`src/rtl/ram_seq.sv`:
```
// ram_seq: transaction sequencer for the MAR/MDR SRAM register block.
// Turns whole read / write / byte-masked write requests into the per-cycle
// reg_sel / reg_load_ub / reg_load_lb / read / write command sequence and
// returns read data on a response port.
// Optional feature macro: RAM_SEQ_VERIFY_EN (read-back verify after writes).
//
// Handshakes: a transfer happens on a rising clock edge where valid and
// ready are both high. req_ready is high only in IDLE; the requester holds
// req_valid and the request fields until accepted. rsp_valid stays high,
// with rsp_rdata/rsp_err stable, until the edge where rsp_ready is high.
module ram_seq #(
    parameter int READ_CYCLES  = 2,
    parameter int WRITE_CYCLES = 2
) (
    input  logic        clock,
    input  logic        reset_n,
    input  logic        req_valid,
    output logic        req_ready,
    input  logic        req_write,
    input  logic [15:0] req_addr,
    input  logic [15:0] req_wdata,
    input  logic [1:0]  req_be,
    output logic        rsp_valid,
    input  logic        rsp_ready,
    output logic [15:0] rsp_rdata,
    output logic        rsp_err,
    output logic [15:0] reg_d,
    input  logic [15:0] reg_q,
    output logic        reg_sel,
    output logic        reg_load_ub,
    output logic        reg_load_lb,
    output logic        read,
    output logic        write,
    output logic [3:0]  dbg_state
);

    typedef enum logic [3:0] {
        IDLE     = 4'd0,
        LOAD_MAR = 4'd1,
        LOAD_MDR = 4'd2,
        READ     = 4'd3,
        CAPTURE  = 4'd4,
        WRITE    = 4'd5,
`ifdef RAM_SEQ_VERIFY_EN
        VREAD    = 4'd7,
        VCAPTURE = 4'd8,
`endif
        RESP     = 4'd6
    } state_t;

    localparam logic [7:0] RD_LAST = 8'(READ_CYCLES - 1);
    localparam logic [7:0] WR_LAST = 8'(WRITE_CYCLES - 1);

    state_t      r_state;
    state_t      w_next;
    logic [7:0]  r_cnt;
    logic        r_write;
    logic [15:0] r_addr;
    logic [15:0] r_wdata;
    logic [1:0]  r_be;
    logic [15:0] r_rdata;
    logic        w_rd_last;
    logic        w_wr_last;
    logic        w_accept;

    assign w_rd_last = (r_cnt == RD_LAST);
    assign w_wr_last = (r_cnt == WR_LAST);
    assign w_accept  = req_valid && (r_state == IDLE);
    assign rsp_rdata = r_rdata;
    assign dbg_state = r_state;

    // State register; reset abandons any transaction in flight.
    always_ff @(posedge clock or negedge reset_n) begin
        if (!reset_n) begin
            r_state <= IDLE;
        end else begin
            r_state <= w_next;
        end
    end

    // Strobe-length counter: restarts whenever the state changes, so it is
    // zero on the first cycle of READ / WRITE / VREAD.
    always_ff @(posedge clock or negedge reset_n) begin
        if (!reset_n) begin
            r_cnt <= 8'd0;
        end else if (w_next != r_state) begin
            r_cnt <= 8'd0;
        end else begin
            r_cnt <= 8'(r_cnt + 8'd1);
        end
    end

    // Latch the request on accept; capture read data at the end of a read.
    always_ff @(posedge clock or negedge reset_n) begin
        if (!reset_n) begin
            r_write <= 1'b0;
            r_addr  <= 16'd0;
            r_wdata <= 16'd0;
            r_be    <= 2'b00;
            r_rdata <= 16'd0;
        end else if (w_accept) begin
            r_write <= req_write;
            r_addr  <= req_addr;
            r_wdata <= req_wdata;
            r_be    <= req_be;
            r_rdata <= 16'd0;
        end else if (r_state == CAPTURE) begin
            r_rdata <= reg_q;
        end
    end

`ifdef RAM_SEQ_VERIFY_EN
    logic [15:0] r_pre;
    logic        r_err;
    logic [15:0] w_expect;

    // Expected word after the write: new bytes where enabled, old elsewhere.
    assign w_expect = {r_be[1] ? r_wdata[15:8] : r_pre[15:8],
                       r_be[0] ? r_wdata[7:0]  : r_pre[7:0]};
    assign rsp_err  = r_err;

    // During LOAD_MDR the MDR still holds the pre-read word; keep it, then
    // compare the verify read-back against the expected merge.
    always_ff @(posedge clock or negedge reset_n) begin
        if (!reset_n) begin
            r_pre <= 16'd0;
            r_err <= 1'b0;
        end else if (w_accept) begin
            r_err <= 1'b0;
        end else if (r_state == LOAD_MDR) begin
            r_pre <= reg_q;
        end else if (r_state == VCAPTURE) begin
            r_err <= (reg_q != w_expect);
        end
    end
`else
    assign rsp_err = 1'b0;
`endif

    // Next state and Moore command decode from state + latched request.
    always_comb begin
        w_next      = r_state;
        req_ready   = 1'b0;
        rsp_valid   = 1'b0;
        reg_d       = 16'd0;
        reg_sel     = 1'b0;
        reg_load_ub = 1'b0;
        reg_load_lb = 1'b0;
        read        = 1'b0;
        write       = 1'b0;
        case (r_state)
            IDLE: begin
                req_ready = 1'b1;
                if (req_valid) w_next = LOAD_MAR;
            end
            LOAD_MAR: begin
                reg_sel     = 1'b1;
                reg_load_ub = 1'b1;
                reg_load_lb = 1'b1;
                reg_d       = r_addr;
                if (!r_write)             w_next = READ;
                else if (r_be == 2'b00)   w_next = RESP;
                else if (r_be == 2'b11)   w_next = LOAD_MDR;
                else                      w_next = READ;  // partial: read-modify-write
            end
            LOAD_MDR: begin
                reg_load_ub = r_be[1];
                reg_load_lb = r_be[0];
                reg_d       = r_wdata;
                w_next      = WRITE;
            end
            READ: begin
                read = 1'b1;
                if (w_rd_last) w_next = r_write ? LOAD_MDR : CAPTURE;
            end
            CAPTURE: begin
                w_next = RESP;
            end
            WRITE: begin
                write = 1'b1;
`ifdef RAM_SEQ_VERIFY_EN
                if (w_wr_last) w_next = VREAD;
`else
                if (w_wr_last) w_next = RESP;
`endif
            end
`ifdef RAM_SEQ_VERIFY_EN
            VREAD: begin
                read = 1'b1;
                if (w_rd_last) w_next = VCAPTURE;
            end
            VCAPTURE: begin
                w_next = RESP;
            end
`endif
            RESP: begin
                rsp_valid = 1'b1;
                if (rsp_ready) w_next = IDLE;
            end
            default: begin
                w_next = IDLE;
            end
        endcase
    end

endmodule

```
`config.mk`:
```
export PLATFORM = sky130hd
export DESIGN_NAME = ram_seq
export DESIGN_NICKNAME = d
export VERILOG_FILES = /design/src/rtl/ram_seq.sv
export SDC_FILE = /design/constraint.sdc
export NUM_CORES = 1
export LEC_CHECK = 0
export CORE_MARGIN = 1.5
export CORE_UTILIZATION = 41
export CTS_CLUSTER_DIAMETER = 40
export CTS_CLUSTER_SIZE = 40
export DETAILED_ROUTE_END_ITERATION = 16
export PLACE_DENSITY = 0.76
export SYNTH_ARGS = -nofsm -noshare
export SYNTH_HDL_FRONTEND = slang
export SYNTH_SLANG_ARGS = --single-unit
```
`constraint.sdc`:
```
create_clock -name clock -period 1.9 [get_ports clock]
set_input_delay 0.19 -clock clock [delete_from_list [all_inputs] [get_ports clock]]
set_output_delay 0.19 -clock clock [all_outputs]
set_load 0.01 [all_outputs]
```
==> qor.yml, run 1 <==
crit_arrival_ns: 1.82
grt_first_pass_wirelength_microns: 11290
vias: 2360
nNetsFinal: 438
postSynthAreaPerCell_sq_um: 11.44
cts_made_buffers: 9
slew_headroom_pct: 47.30
gr-usage-all-layers_pct: 19.61
clkSlewWorstSetupHoldPaths_ns: 0.07
antenna_found_initial: 0
area_growth_pct: 51.85
grt_overflow: 0
drive_gt1_share_pct: 30.91
dp_hpwl_microns: 5003
outcome: "finished, violations left"
ir_drop_mv: 0.7750
worstMarginPinSlew_ns: 0.7905
antenna_cells: 0
die_area_sq_um: 7600
cts_tree: "yes"
grt_setup_unrepaired: "true"
gp_congestion: 0.7920
num-fill-cells: 554
final_antenna_net_count: 0
ios: 99
drt_iter0_markers: 99
grt_pass1_vias: 2354
finalSetupTns_ns: -0.6859
yosysWarnings: 0
path_class: "reg2out"
violations: "setup timing"
final_util_pct: 64.58
startpoint: "dbg_state[0]"
die_w_microns: 87.18
final_cells: 481
reg2reg_slack_ns: 0.06
power.density_nw_per_um2: 1378
wl_microns: 6989
fp.coreArea_sq_um: 6832
htreeDepth: 3
final_max_slew_viol_count: 0
clkSinkCount: 63
routed.top_layer: "met4"
placed_cells: 451
skew_ns: 0.004392
pre_cts_ws_ns: -0.07505
cap_violations: 0
clockRootBuffer: "clkbuf_8"
p_leak_nw: 1.957
yosysUniqueCellTypes: 37
ys.flop_type: "dfrtp_1"
synth.cell_area_sq_um: 2905
grt_max_degree: 41
post-route-min-period_ns: 2.013
wl_met3_microns: 298
wl_per_cell_microns: 14.53
setup_viol: 14
drt-met1-wl_microns: 3120
required_ns: 1.71
min_path_type: "in2reg"
initial_core_util_pct: 42.53
period_share_pct: 105.9
port_buffers: 97
drc: 0
met2WireLength_microns: 3511
hp-start: "reg_q[1]"
insertion_delay_ns: 0.34
hold_viol: 0
timing.rr.start: "dbg_state[0]"
num_rows: 30
end_kind: "output port"
drtPass1Iterations: 4
clock_path_buffers: 2
setup_ws_ns: -0.1129
die_h_microns: 87.18
vias_per_cell: 4.906
yosysSeqAreaShare_pct: 54.26
synth_edf_count: 0
async_reset_ff_share_pct: 100.0
fin_hold_ws_ns: 0.3924
max_freq_mhz: 496.8
syn_inst: 254
ys_ff_latch: 63
cp_max_fo: 4
start_kind: "register"
==> per-stage QoR <==
| stage | total power [mW] | cell area [sq um] |
|---|---|---|
| 5_1_grt | 6.482 | 4412 |
| 3_5_place_dp | 4.751 | 4078 |
| 3_3_place_gp | 4.663 | 4078 |
| 2_1_floorplan | 3.624 | 2924 |
| 4_1_cts | 6.094 | 4374 |
| 6_report | 6.080 | 4412 |
==> repair_timing <==
| action | 4_1_cts | 5_1_grt |
|---|---|---|
| resized for setup | 100 | 9 |
| pin swaps | 18 | 8 |
| hold buffers | 1 | 0 |
| buffers inserted | 12 | 2 |
| endpoints found under the setup margin | 31 | 28 |
| endpoints found under the hold margin | 32 | 0 |
| cloned | 1 | 0 |
==> cell families (layout without fill, tap and decap cells) <==
kind of cell	after synthesis	count (layout)	synth area share, %
buffers and inverters	21	151	4.436
other	1	2	0.1291
muxes	33	33	12.79
AOI/OAI and AO/OA	46	46	10.81
xor gates and xnor gates	8	8	2.670
DFF	63	63	54.26
and+or+nand+nor	79	79	13.61
adders and majority gates	3	3	1.292
==> cell type report <==
| cell class | count | area, sq um | share of cell area [%] |
|---|---|---|---|
| clock inverter | 3 | 40.04 | 0.9075 |
| sequential | 63 | 1578 | 35.76 |
| clock buffer | 13 | 168.9 | 3.829 |
| multi-input combinational | 171 | 1276 | 28.93 |
| tap | 96 | 120.1 | 2.723 |
| inverter | 4 | 15.01 | 0.3403 |
| timing repair buffer | 131 | 1214 | 27.51 |
==> Yosys cell counts (3+ instances only) <==
cell      instances  share of area, %
dfrtp_1          63                54
nand2_1          37               4.8
mux2_2           33                13
a21oi_1          18               3.1
a22o_1           16               4.8
nor3_1           10               1.7
nor2_1            8               1.0
clkbuf_1          6              0.78
buf_4             5               1.3
nand3_1           5              0.86
xor2_1            5               1.5
inv_1             4              0.52
o21ai_0           4              0.69
and3_1            3              0.65
buf_2             3              0.52
ha_1              3               1.3
==> critical path: stages (launching register included) <==
cell and delay, ns:
dfrtp_1 0.36, or2b_4 0.29, nor3_4 0.24, buf_6 0.16, buf_6 0.10, buf_6 0.08, a22o_1 0.13, buf_2 0.13
==> per-layer routing <==
| metal | up-vias | track usage (%) |
|---|---|---|
| met2 | 61 | 31.36 |
| met5 | - | 0 |
| li1 | 1143 | - |
| met1 | 1151 | 26.28 |
| met3 | 5 | 5.118 |
| met4 | 0 | 6.061 |
==> final timing paths <==
kind	endpoint	cells after the start
setup reg to reg	r_cnt[4]	6
setup / recovery	reg_d[0]	7
min in group asynchronous	r_wdata[6]	2
hold / removal	rsp_rdata[1]	3
hold reg to reg	r_addr[3]	1
max in group asynchronous	r_wdata[15]	3
==> registers in the layout (all words and copies together), names as in the netlist <==
| register | count |
|---|---|
| r_addr | 16 |
| r_be | 2 |
| r_write | 1 |
| rsp_rdata | 16 |
| dbg_state | 4 |
| r_wdata | 16 |
| r_cnt | 8 |
==> cell usage in the layout (no fill, tap or decap), drive strengths merged, types with 6 or more instances in the layout <==
cell type / count
nor3: 12
buf: 53
nand3: 6
a21oi: 18
xor2: 6
clkbuf: 13
nand2: 37
a22o: 16
nor2: 8
mux2: 33
clkdlybuf4s50: 73
dfrtp: 63
==> power breakdown <==
part / switching [mW] / leakage, nW / internal [mW] / total [mW]
registers: 0.339 / 0.791 / 1.90 / 2.24
logic: 1.15 / 1.06 / 1.47 / 2.63
clock network: 0.503 / 0.109 / 0.710 / 1.21
(Power assumes the default switching activity.)
==> run 2: changes to the inputs <==
- MAX_ROUTING_LAYER: not set -> met4
- SETUP_SLACK_MARGIN: not set -> 0.4
==> qor.yml, run 2 (synthesized netlist as in run 1, its figures left out) <==
gp_congestion: 0.8897
vias: 2861
grt_use_met3_pct: 6.445
wl_per_cell_microns: 20.43
use_met1_pct: 33.83
skew_ns: 0.01609
gr-usage-all-layers_pct: 28.60
htreeDepth: 3
grt_overflow: 0
p_leak_nw: 2.543
critPathSlowestCell: "dfrtp_1"
die_area_sq_um: 7600
final_antenna_net_count: 0
period_share_pct: 107.7
ios: 99
setup_viol: 69
num-fill-cells: 359
cts_made_buffers: 9
num_rows: 30
path_class: "reg2out"
clkSlewWorstSetupHoldPaths_ns: 0.08
required_ns: 1.71
initial_core_util_pct: 42.53
drive_gt1_share_pct: 50.68
outcome: "finished, violations left"
max_stage_delay_ns: 0.41
grt_util_met2_pct: 48.56
cp_cell_sequence: "or2b_4 > nor3_4 > buf_12 > buf_8 > buf_6 > a22o_1 > buf_2"
end_kind: "output port"
violations: "setup timing"
fp.coreArea_sq_um: 6832
final_cell_mix: "clkdlybuf4s50_1 (69), dfrtp_1 (60), buf_6 (36), buf_4 (36), nand2_1 (34)"
insertion_delay_ns: 0.36
hold_viol: 0
drc: 0
setup_ws_ns: -0.1457
grt_setup_unrepaired: "true"
pre_cts_ws_ns: -0.07980
final_max_slew_viol_count: 0
port_buffers: 97
drt_iter0_markers: 151
cp_max_fo: 4
clockRootBuffer: "clkbuf_8"
clkSinkCount: 63
start_kind: "register"
grt_first_pass_wirelength_microns: 15450
cts_tree: "yes"
antenna_cells: 0
finalSetupTns_ns: -4.438
critPathBufInv: 4
multi_input_area_sq_um: 1650
nNetsFinal: 497
clock_path_buffers: 2
cp_top_family: "buffers and inverters"
vias_per_cell: 5.298
die_h_microns: 87.18
wl_microns: 11030
drtPass1Iterations: 4
dp_hpwl_microns: 5150
grt_pass1_vias: 2953
grt_max_degree: 25
power.density_nw_per_um2: 1540
cap_violations: 0
final_common_cell: "clkdlybuf4s50_1"
area_growth_pct: 96.25
max_freq_mhz: 488.8
seq_area_sq_um: 1580
ir_drop_mv: 0.7189
grt_busiest_layer: "met2"
die_w_microns: 87.18
antenna_found_initial: 0
min_path_type: "in2async"
post-route-min-period_ns: 2.046
crit_arrival_ns: 1.86
==> run 2: cell count changes in the layout (fill, tap and decap cells not counted), sizes merged <==
cell and delta:
clkdlybuf4s15 +1, dlygate4sd2 -2, clkinvlp +1, buf +63
clkbuf -2, clkdlybuf4s50 -4, or3 +1, bufinv +2
dlymetal6s2s -1
==> run 2: final timing paths <==
kind	startpoint	endpoint	slack (ns)	cells after the start
hold / removal	reset_n	r_addr[1]	0.32	2
min in group clock	reg_q[5]	rsp_rdata[5]	0.38	3
setup / recovery	dbg_state[1]	reg_d[13]	-0.15	7
max in group asynchronous	reset_n	r_wdata[14]	0.88	3
hold reg to reg	r_wdata[13]	r_wdata[13]	0.51	1
setup reg to reg	dbg_state[0]	r_addr[14]	-0.10	9
==> run 2: timing repair <==
item | in CTS | in global routing
pin swaps | 25 | 14
buffers inserted | 40 | 13
cloned | 11 | 1
resized for setup | 207 | 40
hold buffers | 1 | 0
endpoints found under the setup margin | 89 | 87
hold endpoints to repair | 16 | 0
==> run 2: layout make-up <==
class	instances	area share [%]
clock inverters	6	1.887
repair buffers	189	36.67
clock buffers	10	2.414
well taps	96	2.107
inverters	4	0.2633
flip-flops and latches	63	27.72
multi-input cells	172	28.94
==> run 2: where the power goes <==
group          internal [mW]  switching (mW)  leakage [nW]
Clock                  0.903           0.563         0.122
Combinational           3.02            1.99          1.63
Sequential              1.90           0.398         0.789
==> run 2: metal layers <==
| layer | wire (microns) | vias up |
|---|---|---|
| li1 | - | 1264 |
| met1 | 4480 | 1464 |
| met2 | 5842 | 106 |
| met3 | 480 | 27 |
| met4 | 227 | 0 |
| met5 | 0 | - |
==> run 2: through the flow <==
| stage | total power, mW | util, % | std cells | instance area, sq um | hold WS (ns) |
|---|---|---|---|---|---|
| 2_1_floorplan | 3.762 | - | 255 | 3005 | -0.1056 |
| 3_3_place_gp | 4.953 | 61.34 | 458 | 4190 | 0.1590 |
| 3_5_place_dp | 5.030 | 61.34 | 458 | 4190 | 0.1552 |
| 4_1_cts | 8.001 | 79.38 | 526 | 5423 | 0.3337 |
| 5_1_grt | 9.119 | 83.46 | 540 | 5702 | 0.3615 |
| 6_report | 8.778 | 83.46 | 540 | 5702 | 0.3175 |
